[src/rtl/status_rr_sched.sv]
// status_rr_sched: round-robin sharing of one status port among NUM_REQ DDR channel FSMs.
// Optional consumer watchdog is compiled in with `define STATUS_RR_WATCHDOG_EN.
module status_rr_sched #(
    parameter int NUM_REQ     = 6,
    parameter int PAYLOAD_W   = 31,
    parameter int TIMEOUT_CYC = 255
) (
    input  logic                         sys_clk,
    input  logic                         sys_rst,
    input  logic [NUM_REQ-1:0]           req_i,
    input  logic [NUM_REQ*PAYLOAD_W-1:0] req_payload_i,
    output logic [NUM_REQ-1:0]           grant_o,
    input  logic                         status_idle_i,
    output logic                         status_ack_o,
    output logic [PAYLOAD_W-1:0]         status_payload_o,
    output logic [NUM_REQ-1:0]           pending_o,
    output logic [3:0]                   last_grant_o,
    output logic                         timeout_o
);

    typedef enum logic [2:0] {
        IDLE      = 3'd0,
        GRANT     = 3'd1,
        ACK       = 3'd2,
        WAIT_BUSY = 3'd3,
        WAIT_IDLE = 3'd4
    } state_t;

    localparam logic [NUM_REQ-1:0] ONE_HOT0   = {{(NUM_REQ-1){1'b0}}, 1'b1};
    localparam logic [NUM_REQ-1:0] NONE       = {NUM_REQ{1'b0}};
    localparam logic [3:0]         LAST_RST   = 4'(NUM_REQ - 1);
    localparam logic [4:0]         NUM_REQ_W5 = 5'(NUM_REQ);

    if (NUM_REQ < 2 || NUM_REQ > 16) begin : g_bad_num_req
        $error("status_rr_sched: NUM_REQ must be within 2..16");
    end
    if (TIMEOUT_CYC < 1 || TIMEOUT_CYC > 65535) begin : g_bad_timeout
        $error("status_rr_sched: TIMEOUT_CYC must be within 1..65535");
    end

    state_t                 state_r;
    state_t                 state_s;
    logic [NUM_REQ-1:0]     pending_r;
    logic [NUM_REQ-1:0]     grant_r;
    logic                   ack_r;
    logic                   timeout_r;
    logic [PAYLOAD_W-1:0]   payload_r;
    logic [3:0]             last_r;
    logic [3:0]             winner_r;
    logic [3:0]             pick_s;
    logic                   go_s;
    logic                   timeout_s;
    logic [PAYLOAD_W-1:0]   pay_arr_s [16];

    // Unused slots read as zero so a 4-bit winner index always selects a defined slice.
    for (genvar k = 0; k < 16; k++) begin : g_pay
        if (k < NUM_REQ) begin : g_used
            assign pay_arr_s[k] = req_payload_i[k*PAYLOAD_W +: PAYLOAD_W];
        end else begin : g_unused
            assign pay_arr_s[k] = {PAYLOAD_W{1'b0}};
        end
    end

    // First pending requester found searching upward from last_r+1, wrapping at NUM_REQ.
    always_comb begin : p_pick
        logic [15:0] pend16_s;
        logic [4:0]  idx_s;
        logic        found_s;
        pend16_s = 16'(pending_r);
        pick_s   = last_r;
        found_s  = 1'b0;
        idx_s    = 5'd0;
        for (int i = 1; i <= NUM_REQ; i++) begin
            idx_s = {1'b0, last_r} + 5'(i);
            if (idx_s >= NUM_REQ_W5) begin
                idx_s = idx_s - NUM_REQ_W5;
            end else begin
                idx_s = idx_s;
            end
            if (!found_s && pend16_s[idx_s[3:0]]) begin
                pick_s  = idx_s[3:0];
                found_s = 1'b1;
            end else begin
                found_s = found_s;
            end
        end
    end

`ifdef STATUS_RR_WATCHDOG_EN
    localparam logic [15:0] TIMEOUT_LIM = 16'(TIMEOUT_CYC);
    logic [15:0] wd_cnt_r;

    // Watchdog: cycles spent in WAIT_BUSY, cleared while the ack is issued.
    always_ff @(posedge sys_clk) begin
        if (sys_rst) begin
            wd_cnt_r <= 16'd0;
        end else if (state_r == ACK) begin
            wd_cnt_r <= 16'd0;
        end else if (state_r == WAIT_BUSY) begin
            wd_cnt_r <= wd_cnt_r + 16'd1;
        end else begin
            wd_cnt_r <= wd_cnt_r;
        end
    end
`endif

    // Next-state logic of the grant/ack/handshake sequence.
    always_comb begin
        state_s   = state_r;
        go_s      = 1'b0;
        timeout_s = 1'b0;
        case (state_r)
            IDLE: begin
                if (status_idle_i && (pending_r != NONE)) begin
                    state_s = GRANT;
                    go_s    = 1'b1;
                end else begin
                    state_s = IDLE;
                end
            end
            GRANT:     state_s = ACK;
            ACK:       state_s = WAIT_BUSY;
            WAIT_BUSY: begin
                if (!status_idle_i) begin
                    state_s = WAIT_IDLE;
`ifdef STATUS_RR_WATCHDOG_EN
                end else if (wd_cnt_r + 16'd1 == TIMEOUT_LIM) begin
                    state_s   = IDLE;
                    timeout_s = 1'b1;
`endif
                end else begin
                    state_s = WAIT_BUSY;
                end
            end
            WAIT_IDLE: begin
                if (status_idle_i) begin
                    state_s = IDLE;
                end else begin
                    state_s = WAIT_IDLE;
                end
            end
            default:   state_s = IDLE;
        endcase
    end

    // State register.
    always_ff @(posedge sys_clk) begin
        if (sys_rst) begin
            state_r <= IDLE;
        end else begin
            state_r <= state_s;
        end
    end

    // Registered outputs; a request coinciding with its own grant keeps the pending bit set.
    always_ff @(posedge sys_clk) begin
        if (sys_rst) begin
            pending_r <= NONE;
            grant_r   <= NONE;
            winner_r  <= LAST_RST;
            ack_r     <= 1'b0;
            timeout_r <= 1'b0;
            payload_r <= {PAYLOAD_W{1'b0}};
            last_r    <= LAST_RST;
        end else begin
            pending_r <= (pending_r & ~grant_r) | req_i;
            grant_r   <= go_s ? (ONE_HOT0 << pick_s) : NONE;
            winner_r  <= go_s ? pick_s : winner_r;
            ack_r     <= (state_r == GRANT);
            timeout_r <= timeout_s;
            if (state_r == GRANT) begin
                payload_r <= pay_arr_s[winner_r];
                last_r    <= winner_r;
            end else begin
                payload_r <= payload_r;
                last_r    <= last_r;
            end
        end
    end

    assign grant_o          = grant_r;
    assign status_ack_o     = ack_r;
    assign status_payload_o = payload_r;
    assign pending_o        = pending_r;
    assign last_grant_o     = last_r;
    assign timeout_o        = timeout_r;

endmodule
[config.mk]
export PLATFORM = sky130hd
export DESIGN_NAME = status_rr_sched
export DESIGN_NICKNAME = d
export VERILOG_FILES = /design/src/rtl/status_rr_sched.sv
export SDC_FILE = /design/constraint.sdc
export NUM_CORES = 1
export LEC_CHECK = 0
export CAP_MARGIN = 20
export CORE_MARGIN = 2
export CORE_UTILIZATION = 41
export CTS_CLUSTER_DIAMETER = 120
export DETAILED_ROUTE_END_ITERATION = 10
export PLACE_DENSITY_LB_ADDON = 0.1
export SYNTH_ARGS = -nofsm -noshare
export SYNTH_HDL_FRONTEND = slang
export SYNTH_SLANG_ARGS = --single-unit
[constraint.sdc]
create_clock -name sys_clk -period 4.5 [get_ports sys_clk]
set_input_delay 0.9 -clock sys_clk [delete_from_list [all_inputs] [get_ports sys_clk]]
set_output_delay 0.9 -clock sys_clk [all_outputs]
set_load 0.1 [all_outputs]
==> summary.txt <==
Status = complete, no violations
Buffers & Inverters on Critical Path = 1
Initial core utilization = 0.4206
Synth Area in Compound Gates = 0.2337
Max-Slew Margin vs Limit = 0.2810
Synth top area share = 0.2283
Skew-Pair Late Insertion Delay = 290 ps
Routed WL = 16550 um
Count of input and output buffers = 242
Crit path kind = reg -> reg
Final hold vios = 0
Setup bufs post-CTS = 0
Reg-to-Reg Start = last_grant_o[2]
Critical path, cell by cell = inv_1 > ha_1 > or2_2 > o211ai_2 > mux2_4 > a221oi_2 > o21a_1 > a21oi_1 > o32ai_1 > o21ai_2 > nor4_1
DRT iter0 DRCs = 259
Layout cell share with drive strength beyond 1 = 0.1191
Vias per cell = 5.658
Syn_nets = 738
Drt first pass iters = 4
RSZ-0062 raised after global routing = false
Cts hold-fix bufs = 0
Area Growth Syn to Fin = 54.84%
DRC viols = 0
FF+latch count, synth = 55
Post-Synth Simple-Gate Area = 0.1248
Diodes inserted = 0
CTS tree = yes
Cts bufs inserted = 5
Fin crit share = 0.8917
Required time of the critical path = 4680 ps
H-tree depth = 2
Synth Warn # = 0
Clock Tree Root = clkbuf_16
Slowest-stage cell, CP = dfxtp_1
Worst Min Path Start = status_payload_o[0]
Die width = 112.5 um
Startpoint type of the worst setup path = flop
Mapped Cells = 528
Max VDD drop = 165.9 uV
Largest net degree at the start of global routing = 60
Num ports = 244
XOR/XNOR share of the synthesized area = 0.03035
Routability Congestion = 0.9964
Ys flop type = dfxtp_1
Final Setup Violations = 0
Total GRT Usage = 0.2581
Die Span Y = 112.5 um
Delay-heaviest family, CP = compound AO/OA/AOI/OAI gates
Grt total ovfl = 0
Crit-path max FO = 13
Synth Area per Inst = 9.135 um2
Minimum clock period after layout = 4013 ps
Ys async rst share = 0
Sequential-to-total area share from yosys stat = 0.2283
Least-Margin Pin Slew = 1075 ps
Vias in the first global route = 5211
Worst clock skew = 5.919 ps
Nets@finish = 956
Post-Layout Cell Count = 890
Die area = 0.01265 mm2
Largest family of logic cells by synthesized area = multiplexers
Cts repair resizes = 0
Max-cap violations = 0
Tightest Hold Check Type = reg -> reg
Post-Synth Adder-Cell Area = 0.03891
First-pass GRT wire length = 26310 um
Pwr dens = 322.1 mW/mm2
Hpwl dp = 13510 um
Design area = 0.007468 mm2
Placed cell count = 882
Pleak = 3.041 nW
Post-synth EDFFs = 0
Commonest cells post-synth = nor2_1, dfxtp_1, inv_1
Clock tree buffer depth = 2
Critical Path Start = last_grant_o[2]
Largest cells by area after synthesis = dfxtp_1, mux4_2, mux2i_1
Mapped Area = 0.004823 mm2
Reg clk slew, reported paths = 70 ps
Crit path capture type = flop
FMAX = 249.2 MHz
DR vias = 5036
Yosys top cell by area = dfxtp_1
Mux contribution to synthesized area = 0.2623
Count leader, synth = nor2_1
Worst endpoint data arrival time = 4200 ps
Dpl cell area = 0.007321 mm2
Slack of the worst reg-to-reg path = 490 ps
Library cells used by synthesis = 75
Final setup TNS = 0 ps
Fillers = 982
Core area = 0.01147 mm2
Crit-path max cell delay = 740 ps
Std cell rows = 39
CTS sink cnt = 55
Max Slew Vio Count = 0
Antenna violations before repair = 0
WL/cell = 18.59 um
Antenna Violating Nets Remaining = 0
through the flow:
| stage | hold WS (ps) | power [mW] | util | setup WS, ps |
|---|---|---|---|---|
| 2_1_floorplan | 482.9 | 1.599 | - | 344.7 |
| 3_5_place_dp | 501.6 | 2.024 | 0.6384 | 497.5 |
| 4_1_cts | 519.2 | 2.414 | 0.6513 | 480.2 |
| 3_3_place_gp | 491.6 | 1.990 | 0.6358 | 784.1 |
| 5_1_grt | 544.4 | 2.538 | 0.6513 | 99.01 |
| 6_report | 517.3 | 2.406 | 0.6513 | 487.4 |
cells by family after synthesis:
| family | count (synthesis) |
|---|---|
| other cells | 1 |
| fa+ha+maj | 15 |
| compound gates | 150 |
| simple gates | 118 |
| mux | 85 |
| buf+inv | 92 |
| flops | 55 |
| xor+xnor | 12 |
registers in the layout, summed over array words and instances (netlist names):
register and cells:
status_payload_o 31, state_r 3, pending_o 6, status_ack_o 1, last_grant_o 4, winner_r 4
grant_o 6
layout by cell type, fill, tap and decap left out, types with 10 or more instances in the layout:
master / synthesis / final
dfxtp_1: 55 / 54
nor2_1: 58 / 57
nor3_1: 10 / 10
o22ai_1: 34 / 34
a21oi_1: 17 / 17
a22oi_1: 32 / 32
inv_1: 50 / 50
mux4_2: 32 / 32
o21ai_0: 12 / 12
clkdlybuf4s50_1: 0 / 241
mux2i_1: 45 / 45
ha_1: 15 / 15
report_power, final:
part           switching [mW]  internal, mW  total [mW]
clock network           0.167         0.221       0.388
logic                   0.798         0.607        1.41
registers              0.0769         0.535       0.612
total                    1.04          1.36        2.41
worst register-to-register path: cells and delay by family (launching register included):
kind	cells	cell delay [ps]
buffers and inverters	1	270
DFF	1	740
muxes	1	330
AOI/OAI and AO/OA	6	1430
and+or+nand+nor	2	650
adders and majority gates	1	490
cell type report:
class / instances / area (um2) / share of cell area
inverters: 50 / 187.7 / 0.02513
clock inverters: 1 / 5.005 / 0.0006701
multi-input cells: 381 / 3334 / 0.4465
flip-flops and latches: 55 / 1105 / 0.1479
clock buffers: 7 / 142.6 / 0.01910
repair buffers: 253 / 2515 / 0.3367
well taps: 143 / 178.9 / 0.02396
per-layer routing:
layer  global-route usage  routed length [um]  up-vias
met4              0.07724                 396        0
li1                     -                   -     2397
met1               0.3122                6743     2451
met3              0.03942                 840       26
met2               0.4719                8565      162
met5                    0                   0        -
worst paths after layout:
check | endpoint | depth (start not counted)
worst max register to register | grant_o[3] | 11
worst max-delay path | grant_o[3] | 11
worst min register to register | status_payload_o[0] | 2
worst min-delay path | status_payload_o[0] | 2
No activity file was read; power rests on OpenSTA's default activity.
